## src/rtl/addsub_pkg.sv

```systemverilog
// ============================================================================
// Module      : addsub_pkg
// Description : Shared opcodes, FSM state type and slice-count helper for addsub_seq.
// Revision    : 1.0 - initial release
// ============================================================================
`default_nettype none

package addsub_pkg;

   localparam logic [2:0] OP_ADD = 3'b010;
   localparam logic [2:0] OP_SUB = 3'b110;

   typedef enum logic [1:0] {
      ST_IDLE = 2'd0,
      ST_RUN  = 2'd1,
      ST_DONE = 2'd2
   } state_e;

   function automatic int num_slices(input int width, input int chunk);
      return width / chunk;
   endfunction

endpackage

`default_nettype wire

```

## src/rtl/cla_slice.sv

```systemverilog
// ============================================================================
// Module      : cla_slice
// Description : CHUNK-bit combinational carry-lookahead adder slice.
// Revision    : 1.0 - initial release
// ============================================================================
`default_nettype none

module cla_slice #(
   parameter int CHUNK = 8
) (
   input  logic [CHUNK-1:0] x,
   input  logic [CHUNK-1:0] y,
   input  logic             cin,
   output logic [CHUNK-1:0] s,
   output logic             cout
);

   logic [CHUNK-1:0] w_g;
   logic [CHUNK-1:0] w_p;
   logic [CHUNK:0]   w_c;
   logic             w_cur;
   logic             w_pp;

   assign w_g = x & y;
   assign w_p = x ^ y;

   // Each carry is the flat sum-of-products of generates and propagates,
   // so no carry depends on the previous carry signal.
   always_comb begin
      w_c    = '0;
      w_cur  = 1'b0;
      w_pp   = 1'b0;
      w_c[0] = cin;
      for (int i = 0; i < CHUNK; i++) begin
         w_cur = w_g[i];
         w_pp  = w_p[i];
         for (int j = i - 1; j >= 0; j--) begin
            w_cur = w_cur | (w_pp & w_g[j]);
            w_pp  = w_pp & w_p[j];
         end
         w_c[i+1] = w_cur | (w_pp & cin);
      end
   end

   assign s    = w_p ^ w_c[CHUNK-1:0];
   assign cout = w_c[CHUNK];

endmodule

`default_nettype wire

```

## src/rtl/addsub_seq.sv

```systemverilog
// ============================================================================
// Module      : addsub_seq
// Description : Multi-cycle add/sub, one CHUNK-bit slice per clock, with flags.
//               Optional signed saturation enabled by defining ADDSUB_SAT_EN.
// Revision    : 1.0 - initial release
// ============================================================================
`default_nettype none

module addsub_seq
   import addsub_pkg::*;
#(
   parameter int WIDTH = 32,
   parameter int CHUNK = 8
) (
   input  logic             clk,
   input  logic             rst,
   input  logic             in_valid,
   output logic             in_ready,
   input  logic [WIDTH-1:0] a,
   input  logic [WIDTH-1:0] b,
   input  logic [2:0]       op,
   output logic             out_valid,
   input  logic             out_ready,
   output logic [WIDTH-1:0] result,
   output logic             carry,
   output logic             ovf,
   output logic             zero,
   output logic             neg,
   output logic             illegal
);

   localparam int N_SLICES = num_slices(WIDTH, CHUNK);
   localparam int CNT_W    = (N_SLICES > 1) ? $clog2(N_SLICES) : 1;
   localparam logic [CNT_W-1:0] LAST_CNT = CNT_W'(N_SLICES - 1);
`ifdef ADDSUB_SAT_EN
   localparam logic [WIDTH-1:0] SAT_MAX = {1'b0, {(WIDTH-1){1'b1}}};
   localparam logic [WIDTH-1:0] SAT_MIN = {1'b1, {(WIDTH-1){1'b0}}};
`endif

   generate
      if (WIDTH % CHUNK != 0) begin : g_width_check
         $error("addsub_seq: WIDTH must be a multiple of CHUNK");
      end
   endgenerate

   state_e           state_q, state_d;
   logic [CNT_W-1:0] cnt_q, cnt_d;
   logic [WIDTH-1:0] a_q, a_d;
   logic [WIDTH-1:0] b_q, b_d;        // already inverted for SUB
   logic             cy_q, cy_d;      // inter-slice carry
   logic             ill_q, ill_d;    // captured opcode was illegal
   logic [WIDTH-1:0] res_q, res_d;
   logic             carry_q, carry_d;
   logic             ovf_q, ovf_d;
   logic             zero_q, zero_d;
   logic             neg_q, neg_d;
   logic             illegal_q, illegal_d;

   logic [CHUNK-1:0] w_x;
   logic [CHUNK-1:0] w_y;
   logic [CHUNK-1:0] w_sum;
   logic             w_cout;
   logic [WIDTH-1:0] w_res_full;
   logic [WIDTH-1:0] w_res_sat;
   logic             w_ovf;

   assign w_x = a_q[int'(cnt_q)*CHUNK +: CHUNK];
   assign w_y = b_q[int'(cnt_q)*CHUNK +: CHUNK];

   cla_slice #(
      .CHUNK (CHUNK)
   ) u_cla_slice (
      .x    (w_x),
      .y    (w_y),
      .cin  (cy_q),
      .s    (w_sum),
      .cout (w_cout)
   );

   always_comb begin
      w_res_full = res_q;
      w_res_full[int'(cnt_q)*CHUNK +: CHUNK] = w_sum;
      w_ovf = (a_q[WIDTH-1] == b_q[WIDTH-1]) && (w_res_full[WIDTH-1] != a_q[WIDTH-1]);
`ifdef ADDSUB_SAT_EN
      if (w_ovf) begin
         w_res_sat = a_q[WIDTH-1] ? SAT_MIN : SAT_MAX;
      end else begin
         w_res_sat = w_res_full;
      end
`else
      w_res_sat = w_res_full;
`endif
   end

   always_comb begin
      state_d   = state_q;
      cnt_d     = cnt_q;
      a_d       = a_q;
      b_d       = b_q;
      cy_d      = cy_q;
      ill_d     = ill_q;
      res_d     = res_q;
      carry_d   = carry_q;
      ovf_d     = ovf_q;
      zero_d    = zero_q;
      neg_d     = neg_q;
      illegal_d = illegal_q;

      case (state_q)
         ST_IDLE: begin
            if (in_valid) begin
               a_d     = a;
               b_d     = (op == OP_SUB) ? ~b : b;
               cy_d    = (op == OP_SUB);
               ill_d   = (op != OP_ADD) && (op != OP_SUB);
               cnt_d   = '0;
               state_d = ST_RUN;
            end
         end
         ST_RUN: begin
            res_d = w_res_full;
            cy_d  = w_cout;
            if (cnt_q == LAST_CNT) begin
               state_d = ST_DONE;
               if (ill_q) begin
                  res_d     = '0;
                  carry_d   = 1'b0;
                  ovf_d     = 1'b0;
                  zero_d    = 1'b1;
                  neg_d     = 1'b0;
                  illegal_d = 1'b1;
               end else begin
                  res_d     = w_res_sat;
                  carry_d   = w_cout;
                  ovf_d     = w_ovf;
                  zero_d    = (w_res_sat == '0);
                  neg_d     = w_res_sat[WIDTH-1];
                  illegal_d = 1'b0;
               end
            end else begin
               cnt_d = cnt_q + 1'b1;
            end
         end
         ST_DONE: begin
            if (out_ready) begin
               state_d = ST_IDLE;
            end
         end
         default: begin
            state_d = ST_IDLE;
         end
      endcase
   end

   always_ff @(posedge clk) begin
      if (rst) begin
         state_q   <= ST_IDLE;
         cnt_q     <= '0;
         a_q       <= '0;
         b_q       <= '0;
         cy_q      <= 1'b0;
         ill_q     <= 1'b0;
         res_q     <= '0;
         carry_q   <= 1'b0;
         ovf_q     <= 1'b0;
         zero_q    <= 1'b0;
         neg_q     <= 1'b0;
         illegal_q <= 1'b0;
      end else begin
         state_q   <= state_d;
         cnt_q     <= cnt_d;
         a_q       <= a_d;
         b_q       <= b_d;
         cy_q      <= cy_d;
         ill_q     <= ill_d;
         res_q     <= res_d;
         carry_q   <= carry_d;
         ovf_q     <= ovf_d;
         zero_q    <= zero_d;
         neg_q     <= neg_d;
         illegal_q <= illegal_d;
      end
   end

   assign in_ready  = (state_q == ST_IDLE);
   assign out_valid = (state_q == ST_DONE);
   assign result    = res_q;
   assign carry     = carry_q;
   assign ovf       = ovf_q;
   assign zero      = zero_q;
   assign neg       = neg_q;
   assign illegal   = illegal_q;

endmodule

`default_nettype wire

```

## config.mk

```make
export PLATFORM = sky130hd
export DESIGN_NAME = addsub_seq
export DESIGN_NICKNAME = d
export VERILOG_FILES = /design/src/rtl/addsub_pkg.sv /design/src/rtl/cla_slice.sv /design/src/rtl/addsub_seq.sv
export SDC_FILE = /design/constraint.sdc
export NUM_CORES = 1
export LEC_CHECK = 0
export BUFFER_PORTS_ARGS = -buffer_cell sky130_fd_sc_hd__buf_2
export CAP_MARGIN = 0
export CORE_MARGIN = 4
export CORE_UTILIZATION = 55
export CTS_BUF_LIST = sky130_fd_sc_hd__clkbuf_4
export DETAILED_ROUTE_END_ITERATION = 10
export GPL_TIMING_DRIVEN = 0
export PLACE_DENSITY_LB_ADDON = 0.2
export RECOVER_POWER = 25
export SYNTH_ARGS = -nofsm -noshare
export SYNTH_HDL_FRONTEND = slang
export SYNTH_SLANG_ARGS = --single-unit
export TNS_END_PERCENT = 20
```

## constraint.sdc

```tcl
create_clock -name clk -period 7.02 [get_ports clk]
set_input_delay 0 -clock clk [delete_from_list [all_inputs] [get_ports clk]]
set_output_delay 0 -clock clk [all_outputs]
set_load 0.02 [all_outputs]
```

* Word-level counts from Yosys, hierarchy flattened
Index checks and enable logic that the tools add are counted.
Storage, ports and cells: register bits 107, latch bits 0, memory bits (writable) 0, bits in read-only memories 0, bits of input ports 71, output and inout bits 39, word-level logic and storage cells 162, memories kept 0
Operators by class: add/sub/neg operators 2, $mul 0, divide/modulo/power cells 0, order comparisons 0, eq/ne operators 12, shift operators 4, multiplexer cells 18, bitwise operators 104, reduce and logical (&&, ||, !) cells 10
Operators with widths (count):
- 32-bit 2-to-1 mux | 3
- 1-bit AND | 64
- 32-bit by 6-bit variable part select with 8-bit output | 2
- 1-bit bitwise OR | 36
- 5-bit negator with 33-bit output | 1
- 8-bit by 33-bit variable shift with 32-bit output, first input constant | 1
- 8-bit by 33-bit variable part select with 32-bit output | 1
- 32-bit bitwise mux | 1
- 32-bit zero test | 1
- 32-bit inverter | 1
- 8-bit bitwise XOR | 2
- 2-bit 2-to-1 mux | 5
- 8-bit AND | 1
- 1-bit 2-to-1 mux | 6
- 2-bit != test, second input constant | 3
- 2-bit one-hot mux with 3 select lines | 1
- 2-bit AND reduction | 3
- 3-bit AND reduction | 2
- 2-bit == test, second input constant | 2
- 2-bit one-hot mux with 2 select lines | 1
- 3-bit == test, second input constant | 1
- 3-bit by 2-bit != test with 1-bit output, second input constant | 1
- 3-bit != test, second input constant | 1
- 2-bit by 1-bit adder with 2-bit output, second input constant | 1
- other kinds (8) | 9

* Logic depth before layout (Yosys ltp)
word-level depth 16, depth in mapped cells 12, gate-level depth less buffers 9

* Modules after synthesis
Synthesis repeated with hierarchy kept, for this count alone.
Second synthesis, totals: cells, all modules 564, area, all modules 5029.8 um2
Modules (own cells, without submodules):
- addsub_seq | times used 1, cells each 523, area an instance 4697.0 um2, sequential area each 2142.1 um2
- cla_slice | times used 1, cells each 41, area an instance 332.8 um2, sequential area each 0.0 um2

* Worst setup path after synthesis
OpenSTA, ideal clock, no wires.
path type reg-to-reg, start point register cnt_q[0], end point register ovf_q (netlist: ovf), arrival 3.516 ns, slack 3.385 ns, stages on the path, launching flop included 12, path buffers 2, period minus slack after synthesis 3.635 ns, path through dfxtp_1 buf_2 buf_1 mux4_2 ha_1 a21o_2 a31oi_4 a211oi_1 a311o_1 a31o_1 and3_1 a211o_1
Between the ends: cells in the longest elaborated chain, start to end 16
RTL lines:
- start: declaration | line addsub_seq.sv:47 | logic [CNT_W-1:0] cnt_q, cnt_d;
- start signal: assignment | line addsub_seq.sv:171 | cnt_q <= cnt_d;
- 32-bit by 6-bit variable part select with 8-bit output, on equally long branches | line addsub_seq.sv:67, addsub_seq.sv:68
- 8-bit bitwise XOR / 8-bit AND (equally long branches) | line cla_slice.sv:25, cla_slice.sv:24
- 1-bit AND, on equally long branches | line cla_slice.sv:38, cla_slice.sv:39
- 1-bit bitwise OR, or another cell as far along (5 in series) | line cla_slice.sv:38 | w_cur = w_cur | (w_pp & w_g[j]);
- 1-bit bitwise OR / 1-bit AND (equally long branches) | line cla_slice.sv:38, cla_slice.sv:41
- 1-bit bitwise OR | line cla_slice.sv:41 | w_c[i+1] = w_cur | (w_pp & cin);
- 8-bit bitwise XOR | line cla_slice.sv:45 | assign s = w_p ^ w_c[CHUNK-1:0];
- 8-bit by 33-bit variable part select with 32-bit output | line addsub_seq.sv:82 | w_res_full[int'(cnt_q)*CHUNK +: CHUNK] = w_sum;
- 32-bit bitwise mux | line addsub_seq.sv:82
- 1-bit != test | line addsub_seq.sv:83 | w_ovf = (a_q[WIDTH-1] == b_q[WIDTH-1]) && (w_res_full[WIDTH-1] != a_q[WIDTH-1]);
- 1-bit logical AND | line addsub_seq.sv:83
- 1-bit 2-to-1 mux | line addsub_seq.sv:125 | if (ill_q) begin
- end signal: assignment | line addsub_seq.sv:178 | ovf_q <= ovf_d;
- end: declaration | line addsub_seq.sv:54 | logic ovf_q, ovf_d;
Several ways; a longest one is shown, not always the timed one. A chain may end at the register's enable or synchronous reset.

* Worst setup path in the final report
start point register cnt_q[0], end point register zero_q (netlist: zero)
Between the ends: cells in the longest elaborated chain, start to end 15
RTL lines:
- 32-bit by 6-bit variable part select with 8-bit output, on equally long branches | line addsub_seq.sv:67, addsub_seq.sv:68
- 8-bit bitwise XOR / 8-bit AND (equally long branches) | line cla_slice.sv:25, cla_slice.sv:24
- 1-bit AND, on equally long branches | line cla_slice.sv:38, cla_slice.sv:39
- 1-bit bitwise OR, or another cell as far along (5 in series) | line cla_slice.sv:38
- 1-bit bitwise OR / 1-bit AND (equally long branches) | line cla_slice.sv:38, cla_slice.sv:41
- 1-bit bitwise OR | line cla_slice.sv:41
- 8-bit bitwise XOR | line cla_slice.sv:45
- 8-bit by 33-bit variable part select with 32-bit output | line addsub_seq.sv:82
- 32-bit bitwise mux | line addsub_seq.sv:82
- 32-bit zero test | line addsub_seq.sv:136 | zero_d = (w_res_sat == '0);
- 1-bit 2-to-1 mux | line addsub_seq.sv:125
- end signal: assignment | line addsub_seq.sv:179 | zero_q <= zero_d;
- end: declaration | line addsub_seq.sv:55 | logic zero_q, zero_d;
Several ways; a longest one is shown, not always the timed one.

==> impl_results.md <==
* Result of the run: completed
* CTS max path bufs at 2
* Clk Latency, worst-skew pair at 0.46 ns
* Unique cell type count in the Yosys netlist at 52
* Setup_tns at 0 ns
* Crit share post-route at 0.6155
* Number of flops mapped to enable cells by yosys at 0
* Top FF cell, synth: dfxtp_1
* CTS tree: yes
* Critical path peak fanout at 10
* Max Cap Viol at 0
* Final WL at 15.67 mm
* Final Wtd Congestion at 0.8981
* Multi-input logic area at about 0.0029 mm2
* Net count after synthesis at 673
* First drt pass iteration count at 7
* Crit. End Element: flop
* Power per cell area at 190.6 mW/mm2
* Slew at the pin with the worst max-slew slack at 1.182 ns
* Yosys reg bits at around 110
* Most common cell after layout, fill and taps aside: dfxtp_1
* Util after Layout at 0.7224
* Endpoints failing hold at 0
* Worst clock skew at 0.01515 ns
* FP Rows at 35
* Syn-to-layout area delta at 28.57%
* Sequential Area at 0.002142 mm2
* Layout Nets at 862
* Sequential area share after synthesis at 0.4145
* Worst VDD drop at 0.0001019 V
* CTS root buf: clkbuf_4
* Vias in the first global route at 5131
* Required time worst endpoint at approximately 7.4 ns
* Critical path class: reg2reg
* Antenna violation net count after detailed routing at 0
* Initial antenna violation count at 3
* CP Launch Type: flop
* Final min period at 4.321 ns
* Fillers at around 740
* PostCTS Resize Cnt at 0
* DIE WIDTH at 104.9 um
* Via Count at 5135
* Die height at between 100 and 150 um
* Clock transition at the registers of the reported paths at 0.16 ns
* Overall routing resource usage at 0.2831
* TritonCTS Buffers at 9
* Core outline area at about 0.0092 mm2
* Io pins at 110
* DR WL/cell at roughly 18 um
* HP Class: in2reg
* Mapped Cells at 586
* Highest clock rate at around 0.23 GHz
* Worst EP arrival at roughly 4.7 ns
* First-pass GRT wire length at 24.91 mm
* PortBufs at 109
* RSZ-0062 raised after global routing: no
* Relative slew margins at 0.2045
* DRT iter0 DRCs at 386
* Synth Cell Area at 0.005167 mm2
* LEAKAGE at ~2.6 nW
* Warnings, synthesis at 0
* Initial Utilization at 0.5619
* Residual DRC at 0
* Layout cells sized above 1 at 0.1436
* Max-slew violations at 0
* Full die area at 0.01101 mm2
* Post-synth ARST share at 0
* TritonCTS Sinks at 107
* Largest net degree at the start of global routing at 18
* Most frequent cells in the layout: 107 x dfxtp_1, 89 x nor2_1, 77 x nand2_1
* Count of final setup violators at 0
* Mean post-synth cell area at 8.818 um2
* DPL Wire Length at 10.43 mm
* H-Tree Depth at 3
* Remaining global-route overflow at 0
* Via-per-instance ratio at between 5 and 6
==> final cells by class <==
type,count,share of cell area
sequential,107,0.3224
timing repair buffer,178,0.1793
buffer,39,0.02298
tap,111,0.02090
inverter,6,0.003390
clock inverter,6,0.009605
multi-input combinational,434,0.4290
antenna,3,0.001130
clock buffer,10,0.01130
==> synthesized netlist by cell type (2+ instances only) <==
master / count / area share
clkbuf_1: 29 / 0.021
o21a_1: 2 / 0.0029
nor4_1: 7 / 0.0085
nor3b_1: 2 / 0.0029
buf_1: 7 / 0.0051
nand2_1: 77 / 0.056
nand3_1: 2 / 0.0019
mux2i_1: 3 / 0.0058
o21ai_0: 8 / 0.0077
nor2_1: 89 / 0.065
nand4_1: 2 / 0.0024
a21oi_1: 48 / 0.046
a211oi_1: 35 / 0.051
nand3b_1: 2 / 0.0029
nor2b_1: 6 / 0.0073
a21o_1: 3 / 0.0044
xnor2_1: 4 / 0.0068
nand2b_1: 5 / 0.0061
xor2_1: 36 / 0.061
and2_1: 2 / 0.0024
ha_1: 15 / 0.036
nor3_1: 6 / 0.0058
mux4_2: 16 / 0.070
o21ai_1: 3 / 0.0029
a22oi_1: 35 / 0.051
dfxtp_1: 107 / 0.41
and3_1: 2 / 0.0024
o22ai_1: 3 / 0.0036
inv_1: 6 / 0.0044
a31o_2: 2 / 0.0034
==> per-layer routing <==
layer	track usage	share of wire
met4	0.1425	0.040
met5	0	0
met2	0.4817	0.47
met1	0.3476	0.41
met3	0.04324	0.076
==> power by group <==
group          total (W)  switching [W]  internal (W)  leakage, nW
Sequential      0.000660      0.0000218      0.000639        0.875
Combinational   0.000288       0.000166      0.000121         1.62
Clock           0.000318       0.000204      0.000114       0.0748
==> worst paths after layout <==
kind,startpoint,end,slack [ns],cells after the start
max,cnt_q[0],zero,2.70,11
min,op[2],b_q[17],0.11,4
max reg2reg,cnt_q[0],zero,2.70,11
min reg2reg,a_q[18],a_q[18],0.46,2
==> flip-flops by register name, summed over array words and instances (netlist names) <==
register,flops
a_q,32
b_q,32
result,32
cnt_q,2
state_q,2
carry,1
cy_q,1
ill_q,1
illegal,1
neg,1
ovf,1
zero,1
==> critical path, cell delays in order, from the launching register on <==
cell and delay, ns:
dfxtp_1 0.42, buf_2 0.24, buf_1 0.71, mux4_2 0.62, ha_1 0.39, a21o_2 0.27
a31oi_4 0.23, a21oi_1 0.16, xnor2_1 0.67, a2bb2oi_1 0.26, o32a_1 0.15, o22ai_1 0.07
==> kinds of logic (layout without fill, tap and decap cells) <==
kind of cell	after synthesis	after routing	share of synthesized area
other	0	3	0
adder cells (fa/ha/maj)	16	16	0.04019
AND/OR/NAND/NOR	205	205	0.1678
XOR/XNOR	40	40	0.06780
flip-flops	107	107	0.4145
AO/OA/AOI/OAI	154	154	0.2002
buffers and inverters	45	239	0.03390
multiplexers	19	19	0.07555
==> through the flow <==
stage                     instance area [um2]  total power [W]  setup slack (ns)  hold WS [ns]  std cells
after floorplan                          5167        0.0008354             3.385        0.1360        586
after global placement                   5852        0.0009155             2.794        0.2412        806
after detailed placement                 5852        0.0009245             2.724        0.2469        806
after CTS                                6681         0.001259             2.702        0.1087        891
after global routing                     6644         0.001318             2.467        0.1618        894
final                                    6644         0.001266             2.699        0.1141        894
==> timing repair <==
action                                  CTS  global route
hold endpoints to repair                 68             0
setup buffers                             0             0
endpoints found under the setup margin    0             0
hold buffers                             69             0
Note: power is estimated with default switching activity, not from simulation.
